===== config.mk =====
export PLATFORM = sky130hd
export DESIGN_NAME = bus_arbiter
export DESIGN_NICKNAME = d
export VERILOG_FILES = /design/src/rtl/bus_arbiter_pkg.sv /design/src/rtl/bus_arbiter_rr_picker.sv /design/src/rtl/bus_arbiter.sv
export SDC_FILE = /design/constraint.sdc
export NUM_CORES = 1
export LEC_CHECK = 0
export CAP_MARGIN = 20
export CORE_AREA = 2 2 109 111
export DETAILED_ROUTE_END_ITERATION = 6
export DIE_AREA = 0 0 111 113
export PLACE_DENSITY = 0.7
export SLEW_MARGIN = 30
export SYNTH_ARGS = -nofsm -noshare
export SYNTH_HDL_FRONTEND = slang
export SYNTH_SLANG_ARGS = --single-unit

===== constraint.sdc =====
create_clock -name clk -period 3 [get_ports clk]
set_input_delay 0.6 -clock clk [delete_from_list [all_inputs] [get_ports clk]]
set_output_delay 0.6 -clock clk [all_outputs]
set_load 0.05 [all_outputs]

===== src/rtl/bus_arbiter_pkg.sv =====
// ============================================================================
// Module : bus_arbiter_pkg
// Brief  : Shared state encoding, field widths and round-robin select helper.
// Rev    : 1.0
// ============================================================================
`default_nettype none

package bus_arbiter_pkg;

    typedef enum logic [0:0] {
        ST_IDLE = 1'b0,
        ST_BUSY = 1'b1
    } arb_state_e;

    localparam int BUS_ARBITER__SIZE_WIDTH = 3;

    // First set bit of req found searching upward from ptr+1, wrapping at n.
    function automatic logic [31:0] rr_select(
        input logic [31:0] req,
        input logic [31:0] ptr,
        input logic [31:0] n
    );
        logic [31:0] cand;
        logic        found;
        rr_select = '0;
        found     = 1'b0;
        for (int k = 1; k <= 32; k++) begin
            cand = (ptr + 32'(k)) % n;
            if ((32'(k) <= n) && !found && req[cand[4:0]]) begin
                rr_select = cand;
                found     = 1'b1;
            end
        end
    endfunction

endpackage

`default_nettype wire


===== src/rtl/bus_arbiter_rr_picker.sv =====
// ============================================================================
// Module : rr_picker
// Brief  : Combinational round-robin pick: one-hot grant, index and any-request.
// Rev    : 1.0
// ============================================================================
`default_nettype none

module rr_picker
    import bus_arbiter_pkg::*;
#(
    parameter int MASTERS = 2,
    parameter int IDX_W   = $clog2(MASTERS)
) (
    input  logic [MASTERS-1:0] i_req,
    input  logic [IDX_W-1:0]   i_ptr,
    output logic [MASTERS-1:0] o_gnt,
    output logic [IDX_W-1:0]   o_idx,
    output logic               o_any
);

    assign o_any = |i_req;
    assign o_idx = IDX_W'(rr_select(32'(i_req), 32'(i_ptr), 32'(MASTERS)));

    for (genvar i = 0; i < MASTERS; i++) begin : g_gnt
        assign o_gnt[i] = o_any && (o_idx == IDX_W'(i));
    end

endmodule

`default_nettype wire


===== src/rtl/bus_arbiter.sv =====
// ============================================================================
// Module : bus_arbiter
// Brief  : Round-robin arbiter sharing one bus master port, one transaction at
//          a time. Optional watchdog enabled by BUS_ARBITER_TIMEOUT_EN.
// Rev    : 1.0
// ============================================================================
`default_nettype none

module bus_arbiter
    import bus_arbiter_pkg::*;
#(
    parameter int MASTERS        = 2,
    parameter int WIDTH          = 32,
    parameter int TIMEOUT_CYCLES = 255
) (
    input  logic                                   clk,
    input  logic                                   rst_n,
    input  logic [MASTERS-1:0]                     m_req,
    input  logic [MASTERS-1:0]                     m_rd,
    input  logic [MASTERS-1:0]                     m_wr,
    input  logic [MASTERS*WIDTH-1:0]               m_addr,
    input  logic [MASTERS*WIDTH-1:0]               m_wdata,
    input  logic [MASTERS*BUS_ARBITER__SIZE_WIDTH-1:0] m_size,
    output logic [MASTERS-1:0]                     m_grant,
    output logic [MASTERS-1:0]                     m_done,
    output logic                                   m_err,
    output logic [WIDTH-1:0]                       m_rdata,
    output logic                                   bus_rd,
    output logic                                   bus_wr,
    output logic [WIDTH-1:0]                       bus_addr,
    output logic [WIDTH-1:0]                       bus_wdata,
    output logic [BUS_ARBITER__SIZE_WIDTH-1:0]     bus_size,
    input  logic [WIDTH-1:0]                       bus_rdata,
    input  logic                                   bus_done
);

    localparam int IDX_W = $clog2(MASTERS);
    localparam int SW    = BUS_ARBITER__SIZE_WIDTH;

    arb_state_e         state_q, state_d;
    logic [IDX_W-1:0]   sel_q, sel_d;
    logic [IDX_W-1:0]   ptr_q, ptr_d;
    logic [MASTERS-1:0] grant_q, grant_d;
    logic [MASTERS-1:0] done_q, done_d;
    logic               err_q, err_d;
    logic [WIDTH-1:0]   rdata_q, rdata_d;

    logic [MASTERS-1:0] w_pick_gnt;
    logic [IDX_W-1:0]   w_pick_idx;
    logic               w_pick_any;

    logic               w_sel_rd;
    logic               w_sel_wr;
    logic [WIDTH-1:0]   w_sel_addr;
    logic [WIDTH-1:0]   w_sel_wdata;
    logic [SW-1:0]      w_sel_size;
    logic               w_busy;
    logic               w_proto_err;
    logic               w_timeout;

    rr_picker #(
        .MASTERS (MASTERS),
        .IDX_W   (IDX_W)
    ) u_rr_picker (
        .i_req (m_req),
        .i_ptr (ptr_q),
        .o_gnt (w_pick_gnt),
        .o_idx (w_pick_idx),
        .o_any (w_pick_any)
    );

    always_comb begin
        w_sel_rd    = 1'b0;
        w_sel_wr    = 1'b0;
        w_sel_addr  = '0;
        w_sel_wdata = '0;
        w_sel_size  = '0;
        for (int i = 0; i < MASTERS; i++) begin
            if (sel_q == IDX_W'(i)) begin
                w_sel_rd    = m_rd[i];
                w_sel_wr    = m_wr[i];
                w_sel_addr  = m_addr[i*WIDTH +: WIDTH];
                w_sel_wdata = m_wdata[i*WIDTH +: WIDTH];
                w_sel_size  = m_size[i*SW +: SW];
            end
        end
    end

    assign w_busy      = (state_q == ST_BUSY);
    // Exactly one of rd/wr must be set; anything else never reaches the bus.
    assign w_proto_err = (w_sel_rd == w_sel_wr);

    assign bus_rd    = w_busy && !w_proto_err && w_sel_rd;
    assign bus_wr    = w_busy && !w_proto_err && w_sel_wr;
    assign bus_addr  = w_busy ? w_sel_addr  : '0;
    assign bus_wdata = w_busy ? w_sel_wdata : '0;
    assign bus_size  = w_busy ? w_sel_size  : '0;

`ifdef BUS_ARBITER_TIMEOUT_EN
    localparam int CNT_W = $clog2(TIMEOUT_CYCLES + 1);

    logic [CNT_W-1:0] cnt_q, cnt_d;

    always_comb begin
        cnt_d = cnt_q;
        if (!w_busy) begin
            cnt_d = '0;
        end else if (!bus_done) begin
            cnt_d = cnt_q + 1'b1;
        end
    end

    // Fires in the last allowed BUSY cycle; bus_done in that cycle takes priority.
    assign w_timeout = w_busy && !bus_done && (cnt_q == CNT_W'(TIMEOUT_CYCLES - 1));

    always_ff @(posedge clk or negedge rst_n) begin
        if (!rst_n) begin
            cnt_q <= '0;
        end else begin
            cnt_q <= cnt_d;
        end
    end
`else
    assign w_timeout = 1'b0;
`endif

    always_comb begin
        state_d = state_q;
        sel_d   = sel_q;
        ptr_d   = ptr_q;
        grant_d = grant_q;
        done_d  = '0;
        err_d   = 1'b0;
        rdata_d = rdata_q;
        case (state_q)
            ST_IDLE: begin
                if (w_pick_any) begin
                    grant_d = w_pick_gnt;
                    sel_d   = w_pick_idx;
                    state_d = ST_BUSY;
                end
            end
            ST_BUSY: begin
                if (w_proto_err || bus_done || w_timeout) begin
                    done_d  = grant_q;
                    err_d   = w_proto_err || !bus_done;
                    if (!w_proto_err && bus_done) begin
                        rdata_d = bus_rdata;
                    end
                    ptr_d   = sel_q;
                    grant_d = '0;
                    state_d = ST_IDLE;
                end
            end
            default: begin
                state_d = ST_IDLE;
            end
        endcase
    end

    always_ff @(posedge clk or negedge rst_n) begin
        if (!rst_n) begin
            state_q <= ST_IDLE;
            sel_q   <= '0;
            ptr_q   <= IDX_W'(MASTERS - 1);
            grant_q <= '0;
            done_q  <= '0;
            err_q   <= 1'b0;
            rdata_q <= '0;
        end else begin
            state_q <= state_d;
            sel_q   <= sel_d;
            ptr_q   <= ptr_d;
            grant_q <= grant_d;
            done_q  <= done_d;
            err_q   <= err_d;
            rdata_q <= rdata_d;
        end
    end

    assign m_grant = grant_q;
    assign m_done  = done_q;
    assign m_err   = err_q;
    assign m_rdata = rdata_q;

endmodule

`default_nettype wire


-- Word-level counts from Yosys, hierarchy flattened
Cells that the tools add are included.
- register bits: 40
- input bits: 175
- output and inout bits: 106
- word-level logic and storage cells: 58
- $add $sub $neg: 2
- $lt $le $gt $ge: 2
- equality and inequality tests: 3
- multiplexer cells: 25
- bitwise logic cells: 2
- reductions and logical operators: 17
- operator list (cell ; number):
    32-bit 2-to-1 mux ; 4
    1-bit 2-to-1 mux ; 13
    1-bit by 6-bit < comparator with 1-bit output, second input constant ; 2
    2-bit 2-to-1 mux ; 4
    1-bit logical AND ; 7
    3-bit 2-to-1 mux ; 2
    2-bit AND reduction ; 3
    2-bit by 1-bit inequality test with 1-bit output, second input constant ; 2
    2-bit case mux with 2 select lines ; 1
    1-bit zero test ; 3
    3-bit AND reduction ; 1
    1-bit adder, second input constant ; 2
    1-bit logical OR ; 2
    1-bit inverter ; 2
    1-bit case mux with 2 select lines ; 1
    2-bit OR reduction ; 1
    1-bit == test ; 1

-- Depth between registers and ports, before layout
Gate-level depths: netlist (run 1).
- depth after elaboration: 11
- depth in mapped cells: 6
- depth with buffers taken out: 4

-- Hierarchy
A second synthesis (run 1) with hierarchy kept.
- cells, all modules: 262
- area total of the unflattened synthesis: 2981.6 sq um
- modules (own cells, without submodules) (module ; instances ; cells an instance ; area each (sq um) ; seq. area each (sq um)):
    bus_arbiter ; 1 ; 257 ; 2949.1 ; 1002.2
    rr_picker ; 1 ; 5 ; 32.5 ; 0.0

-- Worst setup path after synthesis (run 1)
No wires, ideal clock.
- path kind: register to output
- start point: register sel_q
- end point: output bus_rd
- arrival: 2.234 ns
- data required time: 2.400 ns
- path slack: 0.166 ns
- stages on the path, launching flop included: 5
- buffers on the path: 2
- cell sequence: dfrtp_1 clkbuf_1 buf_2 or3b_2 a21boi_0
- cells in the longest elaborated chain, start to end: 5
- elaborated cells on any way between the ends: 6
- those cells by class: eq/ne (1); mux (2); reduce/logical (3)
- ends and longest elaborated chain (item ; line ; RTL):
    start: declaration ; bus_arbiter.sv:41 ; logic [IDX_W-1:0] sel_q, sel_d;
    start signal: assignment ; bus_arbiter.sv:172 ; sel_q <= sel_d;
    1-bit 2-to-1 mux ; bus_arbiter.sv:79 ; if (sel_q == IDX_W'(i)) begin
    1-bit == test ; bus_arbiter.sv:91 ; assign w_proto_err = (w_sel_rd == w_sel_wr);
    1-bit zero test ; bus_arbiter.sv:93 ; assign bus_rd = w_busy && !w_proto_err && w_sel_rd;
    1-bit logical AND ; bus_arbiter.sv:93 ;
    1-bit logical AND (*) ; bus_arbiter.sv:93 ;
    end: declaration ; bus_arbiter.sv:28 ; output logic bus_rd,
Every way passes the cells marked *; elsewhere a longest branch is shown, timed or not.

-- Worst setup path in the final report (run 1)
- start point: input m_rd[0]
- end point: output bus_rd
- cells in the longest elaborated chain, start to end: 5
- ends and longest elaborated chain (item ; line ; RTL):
    start: declaration ; bus_arbiter.sv:19 ; input logic [MASTERS-1:0] m_rd,
    1-bit 2-to-1 mux (*) ; bus_arbiter.sv:79 ;
    1-bit == test ; bus_arbiter.sv:91 ;
    1-bit zero test ; bus_arbiter.sv:93 ;
    1-bit logical AND ; bus_arbiter.sv:93 ;
    1-bit logical AND (*) ; bus_arbiter.sv:93 ;
Marked as above.

==> metrics, run 1 <==
status finished clean; sequential element share of the synthesized area 0.358; Die H 113 µm; Sw Share 0.547; # nets final 708; CTS clock-pin slew for the worst setup and hold paths 0.06 ns; Synth Instances 262; Min Clock Period, post-route 2.72 ns; post-synthesis simple-gate area fraction 0.187; Post-Layout Cell Count 677; sequential fraction of design power 0.153; first-pass GRT wire length 16,000 µm; antenna violations before repair 0; Remaining Overflow, GRT 0; Total Wirelength 10,700 µm; Worst Slack Setup Final 0.279 ns; CTS tree yes; number of max-slew violations in the final report 0; DR WL/cell 15.8 µm; final-report hold violation count 0; R2R Path End m_rdata[7]$_DFFE_PN0P_; Critical R2R Launch sel_q$_DFFE_PN0P_; Initial Util 0.249; clk_skew 0.00309 ns; pin count of the biggest net entering global routing 56; combinational group share of total power 0.767; max_slew headroom 0.639; GRT Total Usage 0.159; clk buf depth 2; Setup Buffers After CTS 0; critical path depth 4; worst setup path category input pin to primary output; Top Family by Delay on Critical Path buffers and inverters; Iteration-0 DRC Markers 76; endpoints failing setup 0; Core Region 11,300 µm²; ys async rst share 1.00; Critical-path top delay cell clkdlybuf4s50_1; Die ar. 12,500 µm²; via count 2,951; XOR/XNOR Fraction of Synth Area 0.00625; # clock sinks 40; remaining antenna violation count 0; Avg Vias per Cell 4.36; Gates resized, CTS repair 0; Synth Area per Inst 10.7 µm²; io pins 281; Hold Crit Class input pin to async pin; Root Buffer clkbuf_16; vias in the first global route 3,064; Psw 3.65 mW; Yosys warnings 0; most common cell after layout, fill and taps aside clkdlybuf4s50_1; maximum vdd drop 0.000720 V; post-route cell area 5710 µm²; RePlAce Congestion 0.786; pwr dens 1170 nW/µm²; most frequent cells in the layout clkdlybuf4s50_1, buf_4, nor2b_1; IO buf count 280; Mapped Area 2800 µm²; Final Cycle Share 0.907; CP endpoint kind primary output; reg2reg setup slack 1.30 ns; sum of buffers and inverters on the critical path 2; hpwl dp 8680 µm; Placed Area 5560 µm²; mux share of post-synthesis cell area 0.374; DP Worst Slack 0.278 ns; die width 111 µm; f_max 367 MHz; total CTS buffers 5; cell-internal power 3.02 mW; post-synthesis cell type count 28; Post-synth EDFFs 0; Clock Latency Late Sink 0.28 ns; critical-path maximum fanout 3; P&R area growth vs syn 104%; register bit count reported by yosys 40; drt first pass iters 4; # placed instances 669; adder-cell area share of the yosys netlist 0; DR DRC count 0; H-tree depth 2; Row Count 39; max-cap check violation count 0; hold slack 0.298 ns; setup total negative slack 0 ns; Worst Path Required 2.40 ns; max incr delay on CP 0.52 ns; layout cells sized above 1 0.223; prevailing post-synth register cell dfrtp_1; RSZ-0062 raised after global routing false; data arrival time at the worst-slack endpoint 2.12 ns; compound-cell area share of the yosys netlist 0.0281; clock power share 0.080; Syn Nets 437; Slew @ Worst Pin 0.540 ns; P_leak 2.47 nW; largest family of logic cells by synthesized area multiplexers; number of diodes 0; worst-path cell chain clkdlybuf4s50_1, or3b_2, a21boi_0, buf_12; Worst Reg-to-Reg Cells 4; hold buffers post-CTS 0; crit start category input pin
-- worst max-delay path by stage --
stage                      start      to  slack [ns]
2_1_floorplan  sel_q$_DFFE_PN0P_  bus_rd        0.17
3_3_place_gp             m_wr[0]  bus_wr        0.32
3_5_place_dp             m_rd[0]  bus_rd        0.28
4_1_cts                  m_rd[0]  bus_rd        0.27
5_1_grt                  m_rd[0]  bus_rd        0.22
6_report                 m_rd[0]  bus_rd        0.28
-- worst register-to-register path: stages (launching register included) --
cell     delay, ns
dfrtp_4       0.61
mux2i_2       0.24
nor2_4        0.15
buf_12        0.20
mux2_2        0.39
-- per-stage QoR --
step | power (mW) | util
after floorplan | 4.57 | -
after detailed placement | 6.20 | 0.494
final | 6.68 | 0.507
after global routing | 6.97 | 0.507
after CTS | 6.76 | 0.507
after global placement | 6.13 | 0.494
-- logic make-up after synthesis --
kind of cell              after synthesis
DFF                                    40
and+or+nand+nor                        85
AOI/OAI and AO/OA                      12
xor gates and xnor gates                2
buffers and inverters                  23
muxes                                 100
-- synth_stat cells, drive strengths merged, types with 3 or more instances --
cell    instances  share of area
buf            11          0.031
nand2           7         0.0094
mux2i          68           0.24
mux2           32           0.13
clkbuf         10          0.013
dfrtp          39           0.35
a21boi          3         0.0080
nor2b          69           0.15
-- power by group through the flow --
| stage | Sequential [mW] | Clock, mW | Combinational (mW) |
|---|---|---|---|
| after floorplan | 1.82 | 0 | 2.75 |
| after global placement | 1.02 | 0 | 5.12 |
| after detailed placement | 1.03 | 0 | 5.17 |
| after CTS | 1.03 | 0.551 | 5.18 |
| after global routing | 1.06 | 0.571 | 5.33 |
| final | 1.02 | 0.534 | 5.12 |
-- sequential cells by signal, indices dropped and copies added, names as in the netlist --
name,count
state_q,1
m_err,1
m_rdata,32
m_grant,2
m_done,2
ptr_q,1
sel_q,1
-- metal layers --
layer / vias up / part of all wire / GRT usage
li1: 1434 / - / -
met1: 1367 / 0.38 / 0.175
met2: 137 / 0.52 / 0.300
met3: 13 / 0.081 / 0.0509
met4: 0 / 0.012 / 0.0317
met5: - / 0 / 0
-- layout make-up --
| type | count | area [µm²] |
|---|---|---|
| clock buffer | 8 | 146 |
| tap | 143 | 179 |
| inverter | 2 | 7.51 |
| fill | 1009 | 5560 |
| sequential | 40 | 1010 |
| timing repair buffer | 285 | 2710 |
| multi-input combinational | 199 | 1670 |
Note: power is estimated with default switching activity, not from simulation.
==> inputs of run 2 (changes only) <==
--- a/config.mk
+++ b/config.mk
@@ -5,10 +5,11 @@
 export SDC_FILE = /design/constraint.sdc
 export NUM_CORES = 1
 export LEC_CHECK = 0
-export CAP_MARGIN = 20
+export CAP_MARGIN = 0
 export CORE_AREA = 2 2 109 111
 export DETAILED_ROUTE_END_ITERATION = 6
 export DIE_AREA = 0 0 111 113
+export GPL_TIMING_DRIVEN = 0
 export PLACE_DENSITY = 0.7
 export SLEW_MARGIN = 30
 export SYNTH_ARGS = -nofsm -noshare
==> metrics, run 2 (synthesis gave the netlist of run 1 again) <==
DR WL/cell 16.3 µm; final-report hold violation count 0; pin count of the biggest net entering global routing 22; number of max-slew violations in the final report 0; Placed Area 5810 µm²; CTS tree yes; most frequent cells in the layout clkdlybuf4s50_1, nor2b_1, mux2i_1; Core Region 11,300 µm²; hpwl dp 9520 µm; antenna violations before repair 0; CP endpoint bus_wr; Hold Crit Class input pin to async pin; CTS clock-pin slew for the worst setup and hold paths 0.05 ns; Avg Vias per Cell 4.41; hold buffers post-CTS 0; Clock Latency Late Sink 0.27 ns; Slew @ Worst Pin 0.553 ns; P_leak 3.12 nW; total CTS buffers 5; GRT Total Usage 0.169; first-pass GRT wire length 17,100 µm; max reg flops 32; number of diodes 0; worst setup path category input pin to primary output; io pins 281; clk_skew 0.00315 ns; status finished clean; maximum vdd drop 0.000672 V; max-cap check violation count 0; Remaining Overflow, GRT 0; post-route cell area 6050 µm²; most common cell after layout, fill and taps aside clkdlybuf4s50_1; CP endpoint kind primary output; setup total negative slack 0 ns; Worst Path Required 2.40 ns; Iteration-0 DRC Markers 110; endpoints failing setup 0; reg2reg setup slack 1.45 ns; # nets final 724; IO buf count 280; RePlAce Congestion 0.851; R2R Path End m_rdata[27]$_DFFE_PN0P_; H-tree depth 2; Row Count 39; Min Clock Period, post-route 2.94 ns; Total Wirelength 11,300 µm; Die H 113 µm; CP Launch Point m_wr[0]; max_slew headroom 0.631; FF/Latch Area 1000 µm²; # clock sinks 40; via count 3,050; Initial Util 0.249; f_max 340 MHz; area occupied by multi-input gates 1670 µm²; remaining antenna violation count 0; Worst Reg-to-Reg Cells 4; vias in the first global route 3,260; Root Buffer clkbuf_16; clk buf depth 2; layout cells sized above 1 0.102; pwr dens 1120 nW/µm²; Setup Buffers After CTS 0; hold slack 0.295 ns; drt first pass iters 4; total power 6.74 mW; Final Cycle Share 0.981; DR DRC count 0; Die ar. 12,500 µm²; P&R area growth vs syn 116%; critical-path maximum fanout 3; Critical R2R Launch state_q$_DFF_PN0_; fillers 1,024; RSZ-0062 raised after global routing false; data arrival time at the worst-slack endpoint 2.34 ns; die width 111 µm; crit start category input pin
-- run 2: changes by cell type in the layout (fill, tap and decap cells not counted), moves of 2 or more --
cell	change
buf_4	-66
dlymetal6s2s_1	+49
dlygate4sd2_1	+10
clkdlybuf4s50_1	+9
clkbuf_1	+8
buf_2	+4
buf_12	-3
buf_6	+3
dfrtp_1	+2
-- run 2: per-layer routing --
| layer | part of all wire | wire [µm] | track usage | up-vias |
|---|---|---|---|---|
| met5 | 0 | 0 | 0 | - |
| met4 | 0.016 | 184 | 0.0383 | 0 |
| met3 | 0.070 | 789 | 0.0493 | 16 |
| met2 | 0.53 | 5970 | 0.326 | 146 |
| met1 | 0.38 | 4340 | 0.181 | 1421 |
| li1 | - | - | - | 1467 |
-- run 2: report_power, final --
part	switching (mW)	internal, mW
Sequential	0.152	0.814
Combinational	3.32	1.98
Clock	0.183	0.301
-- run 2: timing repair --
| item | in CTS | in global routing |
|---|---|---|
| gates resized for setup | 10 | 49 |
| pin swaps | 0 | 0 |
| endpoints found under the setup margin | 12 | 49 |
-- run 2: critical path, cell delays in order --
cell	delay, ns
clkdlybuf4s50_1	0.50
or3b_2	0.45
a21boi_0	0.21
dlygate4sd2_1	0.58
-- run 2: per-stage QoR --
stage / setup slack (ns) / cells / util
CTS: 0.0123 / 692 / 0.525
global placement: -0.195 / 685 / 0.513
detailed placement: -0.259 / 686 / 0.515
finish: 0.0579 / 692 / 0.536
floorplan: 0.166 / 262 / -
global route: 0.0238 / 692 / 0.536
-- run 2: worst min path at each step --
stage                            startpoint                      end  cells past startpoint  slack (ns)
global placement    m_rdata[31]$_DFFE_PN0P_  m_rdata[31]$_DFFE_PN0P_                      1        0.49
detailed placement  m_rdata[30]$_DFFE_PN0P_  m_rdata[30]$_DFFE_PN0P_                      1        0.50
global route                          rst_n  m_rdata[21]$_DFFE_PN0P_                      1        0.33
floorplan                             rst_n      m_done[0]$_DFF_PN0_                      0        0.30
finish                                rst_n   m_rdata[2]$_DFFE_PN0P_                      1        0.30
CTS                                   rst_n   m_rdata[2]$_DFFE_PN0P_                      1        0.31
-- run 2: final cells by class --
type                    instances  share of cell area
repair buffers                281               0.486
multi-input cells             199               0.276
flip-flops and latches         40               0.166
well taps                     143              0.0296
clock buffers                   6              0.0213
plain buffers                  20              0.0199
inverters                       2             0.00124
clock inverters                 1            0.000828
